File: src/rtl/dijkstra_sequencer_if.sv
// dijkstra_sequencer_if: handshake and memory/min-finder bus of the
// shortest-path sequencer. The master view is the sequencer itself; the
// slave view is the surrounding host, adjacency memory and min-finder.
interface dijkstra_sequencer_if #(
    parameter int INDEX_WIDTH = 3,
    parameter int VALUE_WIDTH = 8
);
    logic                   start;
    logic [INDEX_WIDTH-1:0] source;
    logic                   busy;
    logic                   done;
    logic                   err;
    logic                   adj_rd_en;
    logic [INDEX_WIDTH-1:0] adj_row;
    logic [INDEX_WIDTH-1:0] adj_col;
    logic [VALUE_WIDTH-1:0] adj_weight;
    logic                   heap_set_en;
    logic                   heap_min_ready;
    logic [INDEX_WIDTH-1:0] heap_min_index;
    logic [VALUE_WIDTH-1:0] heap_min_value;

    modport master (
        input  start, source, adj_weight,
        input  heap_min_ready, heap_min_index, heap_min_value,
        output busy, done, err, adj_rd_en, adj_row, adj_col, heap_set_en
    );

    modport slave (
        output start, source, adj_weight,
        output heap_min_ready, heap_min_index, heap_min_value,
        input  busy, done, err, adj_rd_en, adj_row, adj_col, heap_set_en
    );
endinterface

File: src/rtl/dijkstra_sequencer.sv
// dijkstra_sequencer: control FSM for one single-source shortest-path run.
// Owns the distance and visited registers, re-arms the external min-finder,
// and relaxes one adjacency-matrix row for every node it selects.
// Optional feature macro: DIJKSTRA_PRED_TRACK_EN adds pred_vector, the
// predecessor of every node on its current shortest path.
module dijkstra_sequencer #(
    parameter int MAX_NODES   = 8,
    parameter int INDEX_WIDTH = 3,
    parameter int VALUE_WIDTH = 8
) (
    input  logic                   clock,
    input  logic                   reset,
    dijkstra_sequencer_if.master   ctrl,
    output logic [MAX_NODES-1:0]   visited_vector,
    output logic [VALUE_WIDTH-1:0] dist_vector [MAX_NODES]
`ifdef DIJKSTRA_PRED_TRACK_EN
    ,
    output logic [INDEX_WIDTH-1:0] pred_vector [MAX_NODES]
`endif
);
    localparam logic [VALUE_WIDTH-1:0] INF        = '1;
    localparam logic [INDEX_WIDTH:0]   NODE_COUNT = (INDEX_WIDTH+1)'(MAX_NODES);
    localparam logic [INDEX_WIDTH-1:0] LAST_NODE  = INDEX_WIDTH'(MAX_NODES - 1);

    typedef enum logic [2:0] {
        IDLE, INIT, ARM, WAIT_MIN, VISIT, READ, RELAX, DONE
    } state_t;

    state_t                 state_q, state_d;
    logic [VALUE_WIDTH-1:0] dist_q [MAX_NODES];
    logic [MAX_NODES-1:0]   visited_q;
    logic [INDEX_WIDTH-1:0] u_q;
    logic [INDEX_WIDTH-1:0] v_q;
    logic [INDEX_WIDTH:0]   visit_count_q;
    logic                   err_q;
`ifdef DIJKSTRA_PRED_TRACK_EN
    logic [INDEX_WIDTH-1:0] pred_q [MAX_NODES];
`endif

    logic                   source_ok;
    logic [INDEX_WIDTH:0]   visit_count_inc;
    logic [VALUE_WIDTH-1:0] dist_u;
    logic [VALUE_WIDTH-1:0] dist_v;
    logic                   visited_v;
    logic [VALUE_WIDTH:0]   relax_sum;
    logic                   relax_ok;

    assign source_ok       = ({1'b0, ctrl.source} < NODE_COUNT);
    assign visit_count_inc = visit_count_q + 1'b1;
    assign visited_vector  = visited_q;
    assign dist_vector     = dist_q;
    assign ctrl.err        = err_q;
`ifdef DIJKSTRA_PRED_TRACK_EN
    assign pred_vector     = pred_q;
`endif

    // Select dist[u], dist[v] and visited[v] by compare rather than indexing,
    // so index widths wider than the node count stay in range, then decide
    // whether the edge u->v shortens the path to v (sums reaching INF never do).
    always_comb begin
        dist_u    = INF;
        dist_v    = INF;
        visited_v = 1'b0;
        for (int k = 0; k < MAX_NODES; k++) begin
            if (INDEX_WIDTH'(k) == u_q) begin
                dist_u = dist_q[k];
            end
            if (INDEX_WIDTH'(k) == v_q) begin
                dist_v    = dist_q[k];
                visited_v = visited_q[k];
            end
        end
        relax_sum = {1'b0, dist_u} + {1'b0, ctrl.adj_weight};
        relax_ok  = (v_q != u_q) && !visited_v && (ctrl.adj_weight != INF) &&
                    (relax_sum < {1'b0, INF}) && (relax_sum < {1'b0, dist_v});
    end

    // Next-state logic and per-state strobes towards memory, min-finder and host.
    always_comb begin
        state_d          = state_q;
        ctrl.busy        = 1'b1;
        ctrl.done        = 1'b0;
        ctrl.adj_rd_en   = 1'b0;
        ctrl.adj_row     = '0;
        ctrl.adj_col     = '0;
        ctrl.heap_set_en = 1'b0;
        case (state_q)
            IDLE, DONE: begin
                ctrl.busy = 1'b0;
                ctrl.done = (state_q == DONE);
                if (ctrl.start) begin
                    state_d = source_ok ? INIT : DONE;
                end
            end
            INIT: state_d = ARM;
            ARM: begin
                ctrl.heap_set_en = 1'b1;
                state_d          = WAIT_MIN;
            end
            WAIT_MIN: begin
                if (ctrl.heap_min_ready) begin
                    state_d = (ctrl.heap_min_value == INF) ? DONE : VISIT;
                end
            end
            VISIT: state_d = (visit_count_inc == NODE_COUNT) ? DONE : READ;
            READ: begin
                ctrl.adj_rd_en = 1'b1;
                ctrl.adj_row   = u_q;
                ctrl.adj_col   = v_q;
                state_d        = RELAX;
            end
            RELAX: state_d = (v_q == LAST_NODE) ? ARM : READ;
            default: state_d = IDLE;
        endcase
    end

    // State register.
    always_ff @(posedge clock or negedge reset) begin
        if (!reset) begin
            state_q <= IDLE;
        end else begin
            state_q <= state_d;
        end
    end

    // Datapath: distances, visited set, current node/neighbour and visit count.
    always_ff @(posedge clock or negedge reset) begin
        if (!reset) begin
            for (int k = 0; k < MAX_NODES; k++) begin
                dist_q[k] <= INF;
`ifdef DIJKSTRA_PRED_TRACK_EN
                pred_q[k] <= '0;
`endif
            end
            visited_q     <= '0;
            u_q           <= '0;
            v_q           <= '0;
            visit_count_q <= '0;
            err_q         <= 1'b0;
        end else begin
            case (state_q)
                IDLE, DONE: begin
                    if (ctrl.start) begin
                        if (source_ok) begin
                            u_q <= ctrl.source;
                        end else begin
                            err_q <= 1'b1;
                        end
                    end
                end
                INIT: begin
                    for (int k = 0; k < MAX_NODES; k++) begin
                        dist_q[k] <= (INDEX_WIDTH'(k) == u_q) ? '0 : INF;
`ifdef DIJKSTRA_PRED_TRACK_EN
                        pred_q[k] <= INDEX_WIDTH'(k);
`endif
                    end
                    visited_q     <= '0;
                    visit_count_q <= '0;
                    err_q         <= 1'b0;
                end
                WAIT_MIN: begin
                    if (ctrl.heap_min_ready && (ctrl.heap_min_value != INF)) begin
                        u_q <= ctrl.heap_min_index;
                    end
                end
                VISIT: begin
                    for (int k = 0; k < MAX_NODES; k++) begin
                        if (INDEX_WIDTH'(k) == u_q) begin
                            visited_q[k] <= 1'b1;
                        end
                    end
                    visit_count_q <= visit_count_inc;
                    v_q           <= '0;
                end
                RELAX: begin
                    for (int k = 0; k < MAX_NODES; k++) begin
                        if (relax_ok && (INDEX_WIDTH'(k) == v_q)) begin
                            dist_q[k] <= relax_sum[VALUE_WIDTH-1:0];
`ifdef DIJKSTRA_PRED_TRACK_EN
                            pred_q[k] <= u_q;
`endif
                        end
                    end
                    if (v_q != LAST_NODE) begin
                        v_q <= v_q + 1'b1;
                    end
                end
                default: ;
            endcase
        end
    end
endmodule

File: src/flat_wrapper.sv
// flat-port wrapper written by rule: the top's interface ports become plain ports
module dijkstra_sequencer_flat 
#(
    parameter int MAX_NODES   = 8,
    parameter int INDEX_WIDTH = 3,
    parameter int VALUE_WIDTH = 8
)
  (clock, reset, visited_vector, dist_vector, ctrl_start, ctrl_source, ctrl_adj_weight, ctrl_heap_min_ready, ctrl_heap_min_index, ctrl_heap_min_value, ctrl_busy, ctrl_done, ctrl_err, ctrl_adj_rd_en, ctrl_adj_row, ctrl_adj_col, ctrl_heap_set_en);
  dijkstra_sequencer_if #(.INDEX_WIDTH(INDEX_WIDTH), .VALUE_WIDTH(VALUE_WIDTH)) ctrl_i ();
  input  logic clock;
  input  logic reset;
  output logic [MAX_NODES-1:0] visited_vector;
  output logic [VALUE_WIDTH-1:0] dist_vector[MAX_NODES];
  input wire logic [$bits(ctrl_i.start)-1:0] ctrl_start;
  input wire logic [$bits(ctrl_i.source)-1:0] ctrl_source;
  input wire logic [$bits(ctrl_i.adj_weight)-1:0] ctrl_adj_weight;
  input wire logic [$bits(ctrl_i.heap_min_ready)-1:0] ctrl_heap_min_ready;
  input wire logic [$bits(ctrl_i.heap_min_index)-1:0] ctrl_heap_min_index;
  input wire logic [$bits(ctrl_i.heap_min_value)-1:0] ctrl_heap_min_value;
  output wire logic [$bits(ctrl_i.busy)-1:0] ctrl_busy;
  output wire logic [$bits(ctrl_i.done)-1:0] ctrl_done;
  output wire logic [$bits(ctrl_i.err)-1:0] ctrl_err;
  output wire logic [$bits(ctrl_i.adj_rd_en)-1:0] ctrl_adj_rd_en;
  output wire logic [$bits(ctrl_i.adj_row)-1:0] ctrl_adj_row;
  output wire logic [$bits(ctrl_i.adj_col)-1:0] ctrl_adj_col;
  output wire logic [$bits(ctrl_i.heap_set_en)-1:0] ctrl_heap_set_en;
  assign ctrl_i.start = ctrl_start;
  assign ctrl_i.source = ctrl_source;
  assign ctrl_i.adj_weight = ctrl_adj_weight;
  assign ctrl_i.heap_min_ready = ctrl_heap_min_ready;
  assign ctrl_i.heap_min_index = ctrl_heap_min_index;
  assign ctrl_i.heap_min_value = ctrl_heap_min_value;
  assign ctrl_busy = ctrl_i.busy;
  assign ctrl_done = ctrl_i.done;
  assign ctrl_err = ctrl_i.err;
  assign ctrl_adj_rd_en = ctrl_i.adj_rd_en;
  assign ctrl_adj_row = ctrl_i.adj_row;
  assign ctrl_adj_col = ctrl_i.adj_col;
  assign ctrl_heap_set_en = ctrl_i.heap_set_en;
  dijkstra_sequencer #(.MAX_NODES(MAX_NODES), .INDEX_WIDTH(INDEX_WIDTH), .VALUE_WIDTH(VALUE_WIDTH)) u_core (.clock(clock), .reset(reset), .ctrl(ctrl_i), .visited_vector(visited_vector), .dist_vector(dist_vector));
endmodule
File: config.mk
export PLATFORM = sky130hd
export DESIGN_NAME = dijkstra_sequencer_flat
export DESIGN_NICKNAME = d
export VERILOG_FILES = /design/src/rtl/dijkstra_sequencer_if.sv /design/src/rtl/dijkstra_sequencer.sv /design/src/flat_wrapper.sv
export SDC_FILE = /design/constraint.sdc
export NUM_CORES = 1
export LEC_CHECK = 0
export CORE_UTILIZATION = 54
export CTS_CLUSTER_DIAMETER = 30
export DETAILED_ROUTE_END_ITERATION = 10
export PLACE_DENSITY = 0.85
export SLEW_MARGIN = 20
export SYNTH_ARGS = -nofsm -noshare
export SYNTH_HDL_FRONTEND = slang
export SYNTH_SLANG_ARGS = --single-unit
export TNS_END_PERCENT = 50
File: constraint.sdc
create_clock -name clock -period 5.9 [get_ports clock]
set_input_delay 1.18 -clock clock [delete_from_list [all_inputs] [get_ports clock]]
set_output_delay 1.18 -clock clock [all_outputs]
set_load 0.005 [all_outputs]
* Word level (Yosys, flattened, before mapping)
Index checks and enable logic that the tools add are counted.
Operators by class: add/sub/neg operators 3, multiplexer cells 68, equality and inequality tests 48, $lt $le $gt $ge 2, reductions and logical operators 41
Operators by type and width (number):
- 2-to-1 mux 8 bit | 32
- case mux 64 bit (2 select lines) | 1
- inequality test 2 x 1 -> 1 bit (second input constant) | 18
- AND reduction 2 bit | 18
- == test 3 bit (first input constant) | 8
- 2-to-1 mux 3 bit | 8
- case mux 3 bit (7 select lines) | 1
- 2-to-1 mux 1 bit | 20
- inequality test 8 bit (second input constant) | 2
- case mux 8 bit (2 select lines) | 1
- == test 3 bit (second input constant) | 5
- logical AND 1 bit | 13
- == test 2 x 3 -> 1 bit (first input constant) | 4
- case mux 3 bit (2 select lines) | 2
- adder 8 x 8 -> 9 bit | 1
- zero test 3 bit | 3
- less-than comparator 9 x 8 -> 1 bit | 1
- less-than comparator 9 x 8 -> 1 bit (second input constant) | 1
- == test 8 bit (second input constant) | 1
- case mux 4 bit (2 select lines) | 1
- nonzero test 2 bit | 4
- == test 1 x 3 -> 1 bit (first input constant) | 2
- == test 3 x 2 -> 1 bit (second input constant) | 2
- adder 4 x 1 -> 4 bit (second input constant) | 1
- 10 further kinds | 12
Storage, ports and cells: output and inout port bits 83, flip-flop bits (word level) 85, word-level logic and storage cells 182, bits of input ports 26

* Longest topological paths before layout
depth after elaboration 17, mapped depth 24, mapped depth without buffers 21

* Worst setup path before layout
Ideal clock, no wire load.
kind register to register, start point reg u_core.u_q[1], end point reg u_core.dist_q, in the netlist u_core.dist_vector[57], period minus slack after synthesis 5.206 ns, setup slack 0.694 ns, setup time 0.085 ns, cell stages (with the launch flop) 25, arrival 5.122 ns, path buffers 3, data required time 5.815 ns, cell sequence dfrtp_1 > clkbuf_1 > clkinv_1 > nand2_1 > clkbuf_1 > o22ai_1 > a221oi_1 > a21o_1 > o21a_1 > ha_1 > a211oi_2 > o21bai_1 > a2111oi_0 > or3_4 > xor2_4 > buf_6 > inv_1 > ha_1 > a211oi_1 > o211ai_1 > a21oi_1 > nand4_1 > nor3_1 > o22ai_4 > mux2_1
Between the ends: longest elaborated chain between the ends 16, elaborated cells between the ends (all ways) 30, classes of those cells add/sub: 1; order compare: 2; eq/ne: 9; mux: 11; reduce/logical: 7
RTL lines:
- start, declared | RTL line dijkstra_sequencer.sv:32 | logic [INDEX_WIDTH-1:0] u_q;
- start signal, assigned | RTL line dijkstra_sequencer.sv:145 | u_q <= ctrl.source;
- start signal, assigned | RTL line dijkstra_sequencer.sv:164 | u_q <= ctrl.heap_min_index;
- zero test 3 bit | RTL line dijkstra_sequencer.sv:65, dijkstra_sequencer.sv:153
- 2-to-1 mux 8 bit (8 in series) | RTL line dijkstra_sequencer.sv:65 | if (INDEX_WIDTH'(k) == u_q) begin
- adder 8 x 8 -> 9 bit | RTL line dijkstra_sequencer.sv:73 | relax_sum = {1'b0, dist_u} + {1'b0, ctrl.adj_weight};
- less-than comparator 9 x 8 -> 1 bit | RTL line dijkstra_sequencer.sv:75 | (relax_sum < {1'b0, INF}) && (relax_sum < {1'b0, dist_v});
- logical AND 1 bit | RTL line dijkstra_sequencer.sv:74 | relax_ok = (v_q != u_q) && !visited_v && (ctrl.adj_weight != INF) &&
- logical AND 1 bit | RTL line dijkstra_sequencer.sv:75
- logical AND 1 bit | RTL line dijkstra_sequencer.sv:178 | if (relax_ok && (INDEX_WIDTH'(k) == v_q)) begin
- inequality test 2 x 1 -> 1 bit (no source line)
- AND reduction 2 bit (no source line)
- end signal, assigned by index | RTL line dijkstra_sequencer.sv:153 | dist_q[k] <= (INDEX_WIDTH'(k) == u_q) ? '0 : INF;
- end signal, assigned by index | RTL line dijkstra_sequencer.sv:179 | dist_q[k] <= relax_sum[VALUE_WIDTH-1:0];
- end, declared | RTL line dijkstra_sequencer.sv:30 | logic [VALUE_WIDTH-1:0] dist_q [MAX_NODES];
Parallel ways exist; a longest one is shown, timed or not. The select of a mux whose other input is x is not followed. A chain may end at the register's enable or synchronous reset.

* Worst setup path in the final report
start point reg u_core.u_q[2], end point reg u_core.dist_q, in the netlist u_core.dist_vector[26]
Between the ends: longest elaborated chain between the ends 16, elaborated cells between the ends (all ways) 30, classes of those cells add/sub: 1; order compare: 2; eq/ne: 9; mux: 11; reduce/logical: 7
RTL lines (RTL line):
- zero test 3 bit | dijkstra_sequencer.sv:65
- 2-to-1 mux 8 bit (8 in series) | dijkstra_sequencer.sv:65
- adder 8 x 8 -> 9 bit | dijkstra_sequencer.sv:73
- less-than comparator 9 x 8 -> 1 bit | dijkstra_sequencer.sv:75
- logical AND 1 bit | dijkstra_sequencer.sv:74
- logical AND 1 bit | dijkstra_sequencer.sv:75
- logical AND 1 bit | dijkstra_sequencer.sv:178
- inequality test 2 x 1 -> 1 bit (no source line)
- AND reduction 2 bit (no source line)
Parallel ways exist; a longest one is shown, timed or not. The select of a mux whose other input is x is not followed.

==> flow_summary.yaml <==
floorplanning:
  io-pin-count: 109
  fp.dieH_um: 107.0
  core-area_um2: 10510
  row_count: 37
  die_w_um: 107.0
  start_util_pct: 56.69
  die_area_um2: 11460
synth:
  synth_edf_count: 0
  synthDistinctLibCells: 62
  seq_area_frac_synth_pct: 37.05
  avgSynthCellArea_um2: 9.221
  yosysTopAreaCellShare_pct: 28.23
  syn_inst: 646
  synth.area.top_cells: "dfstp_2 28%, mux2_2 13%, dfrtp_1 8.8%"
  async_reset_ff_share_pct: 100.0
  syn_area_um2: 5957
  syn-num-nets: 697
  ys.flop_type: "dfstp_2"
  synth_area_leader_cell: "dfstp_2"
  ys_ff_latch: 85
  ys_warn_count: 0
critical_path:
  cp_data_arrival_time_ns: 5.83
  cp_max_fo: 8
  critPathCaptureType: "register"
  crit_type: "reg2reg"
  critPathRequiredTime_ns: 6.19
  startpoint_type: "register"
  ff2ff_setup_slack_ns: 0.36
timing:
  min_period_ns: 5.536
  clock_skew_ns: 0.01596
  slew_violations: 0
  final-setup-viol-count: 0
  rsz0062_at_grt: "true"
  slew_headroom_pct: 22.47
  finalWorstSetupSlack_ns: 0.3640
  worstMarginPinSlew_ns: 1.154
  fmax_ghz: 0.1806
  post-route-period-util_pct: 93.83
  finalHoldViolations: 0
pwr:
  p_leak_nw: 2.695
  total_power_mw: 4.935
  p_int_mw: 2.565
  seqPwrFrac_pct: 26.2
  p_switching_mw: 2.371
  ir_worst_vdd_mv: 0.6093
  comb_power_share_pct: 65.0
  powerDensity_nw_per_um2: 668.2
  sw_frac_of_total_pct: 48.03
  power.share.clock_pct: 8.8
place:
  post_dp_cell_area_um2: 7166
  io_buffers: 107
  dp_slack_ns: 0.5135
  gp_congestion: 0.9747
  hpwl_mm: 15.15
cells_and_area:
  syn_to_final_growth_pct: 23.99
  fillers: 829
  nets: 796
  finalInstanceArea_um2: 7386
  layout_commonest_cell: "clkdlybuf4s50_1"
  final_cell_mix: "106 x clkdlybuf4s50_1, 80 x nor2_1, 69 x mux2_2"
  multi_input_comb_area_um2: 3565
  seq_area_um2: 2208
  drive_gt1_share_pct: 24.80
  final_core_util_pct: 70.28
  diodes: 0
cts:
  clock_latency_ns: 0.37
  ctsHoldBuffers: 0
  cts_root_buf: "clkbuf_8"
  clk_pin_slew_ns: 0.10
  cts_buffers: 9
  ctsLongestPathBuffers: 2
  post_cts_buffers: 0
  cts_tree: "built"
  cts_htree_levels: 3
  cts_sinks: 85
global_route:
  antenna_found_initial: 0
  grt_overflow: 0
  grt_pass1_wl_mm: 31.72
  grt_max_degree: 86
  grt_use_total_pct: 36.55
  grt_pass1_vias: 5676
route:
  vias: 5840
  drc: 0
  wl_per_cell_um: 23.17
  drt_iter0_markers: 547
  dr.pass1.iters: 5
  post_drt_via_cell_ratio: 6.591
  detail-route-antenna-nets: 0
  wirelength_mm: 20.53
outcome:
  outcome: "finished, final reports clean"
flow_run:
  drv_cap: 0
min_path:
  hold_path.class: "reg2reg"
==> flip-flops by register name, summed over array words and instances (netlist names) <==
register and count:
u_core.visited_vector 8, u_core.v_q 3, u_core.state_q 3, u_core.visit_count_q 4, u_core.u_q 3, u_core.dist_vector 64
==> worst paths after layout <==
path / to / cells after the start / startpoint
max: u_core.dist_vector[26] / 21 / u_core.u_q[2]
min: u_core.visit_count_q[3] / 1 / u_core.visit_count_q[3]
max reg2reg: u_core.dist_vector[26] / 21 / u_core.u_q[2]
min reg2reg: u_core.visit_count_q[3] / 1 / u_core.visit_count_q[3]
max in group asynchronous: u_core.u_q[0] / 1 / reset
min in group asynchronous: u_core.visited_vector[2] / 1 / reset
==> timing repair <==
action / in CTS / in global routing
hold endpoints to repair: 0 / 0
setup endpoints to repair: 0 / 56
resized for setup: 0 / 2
==> per-stage QoR <==
| stage | hold WS (ns) | cells | setup TNS (ns) |
|---|---|---|---|
| final | 0.5342 | 886 | 0 |
| after global routing | 0.5520 | 886 | -0.3762 |
| after CTS | 0.5355 | 886 | 0 |
| after detailed placement | 0.5107 | 870 | 0 |
| after global placement | 0.5019 | 870 | 0 |
| after floorplan | 0.4909 | 646 | 0 |
==> per-layer routing <==
layer  global-route usage, %  wire [µm]  vias up
li1                        -          -     2571
met1                   50.82       8581     2855
met2                   57.65       9535      368
met3                   5.410       1920       46
met4                   13.60        492        0
met5                       0          0        -
==> kinds of logic (layout without fill, tap and decap cells) <==
family                   count (synthesis)  count (layout)  synth area share (%)
buffers and inverters                   50             154                 3.403
XOR/XNOR                                11              11                 1.933
AO/OA/AOI/OAI                          172             172                 19.53
other                                    1               1               0.06295
flip-flops                              85              85                 37.05
AND/OR/NAND/NOR                        224             224                 17.77
adder cells (fa/ha/maj)                 25              25                 5.377
multiplexers                            78              78                 14.87
==> worst max-delay path, cell delays in order, from the launching register on <==
cell,delay (ns)
dfrtp_1,0.41
inv_1,0.23
nand2_1,0.27
o22ai_1,0.31
a221oi_1,0.17
a21o_1,0.20
o21a_1,0.11
ha_1,0.30
a211oi_2,0.29
o21bai_1,0.16
a2111oi_0,0.47
or3_4,0.24
xor2_4,0.15
inv_1,0.07
ha_1,0.19
a211oi_1,0.16
o211ai_1,0.12
a21oi_1,0.18
nand4_1,0.37
nor4_1,0.43
o22ai_2,0.27
mux2_2,0.34
==> synth_stat cells (3+ instances only) <==
master    instances
a21o_1            3
and2_1            3
o22ai_1          23
nor3b_1           5
nor3_1           25
nand2_1          58
buf_2             3
nor2_1           80
xnor2_1           8
nand2b_1         14
a31oi_1           3
o31ai_1           5
nor4_1            4
inv_1            13
o22ai_2           7
mux2_2           69
a211oi_1         10
clkbuf_1         24
mux2i_1           3
ha_1             24
buf_1             5
a221oi_1          6
a22oi_1           5
a311oi_1          3
and3_1            4
o21a_1            3
nand3_1          11
a22o_1            3
a21oi_1          32
dfstp_2          64
nand4_1           7
nor2b_1           7
o221ai_1          9
o21ai_0          40
o211ai_1          8
mux2_1            5
dfrtp_1          21
==> area by class of cell <==
type	instances	area share [%]
timing repair buffer	122	16.04
multi-input combinational	511	48.26
inverter	16	0.8131
clock inverter	7	0.9995
sequential	85	29.90
tap	136	2.304
clock buffer	9	1.677
==> power by group through the flow <==
stage | clock (mW) | sequential, mW | combinational, mW
2_1_floorplan | 0 | 1.14 | 2.03
3_3_place_gp | 0 | 1.27 | 3.04
3_5_place_dp | 0 | 1.28 | 3.12
4_1_cts | 0.436 | 1.27 | 3.14
5_1_grt | 0.457 | 1.32 | 3.42
6_report | 0.433 | 1.30 | 3.21
Note: power is estimated with default switching activity, not from simulation.
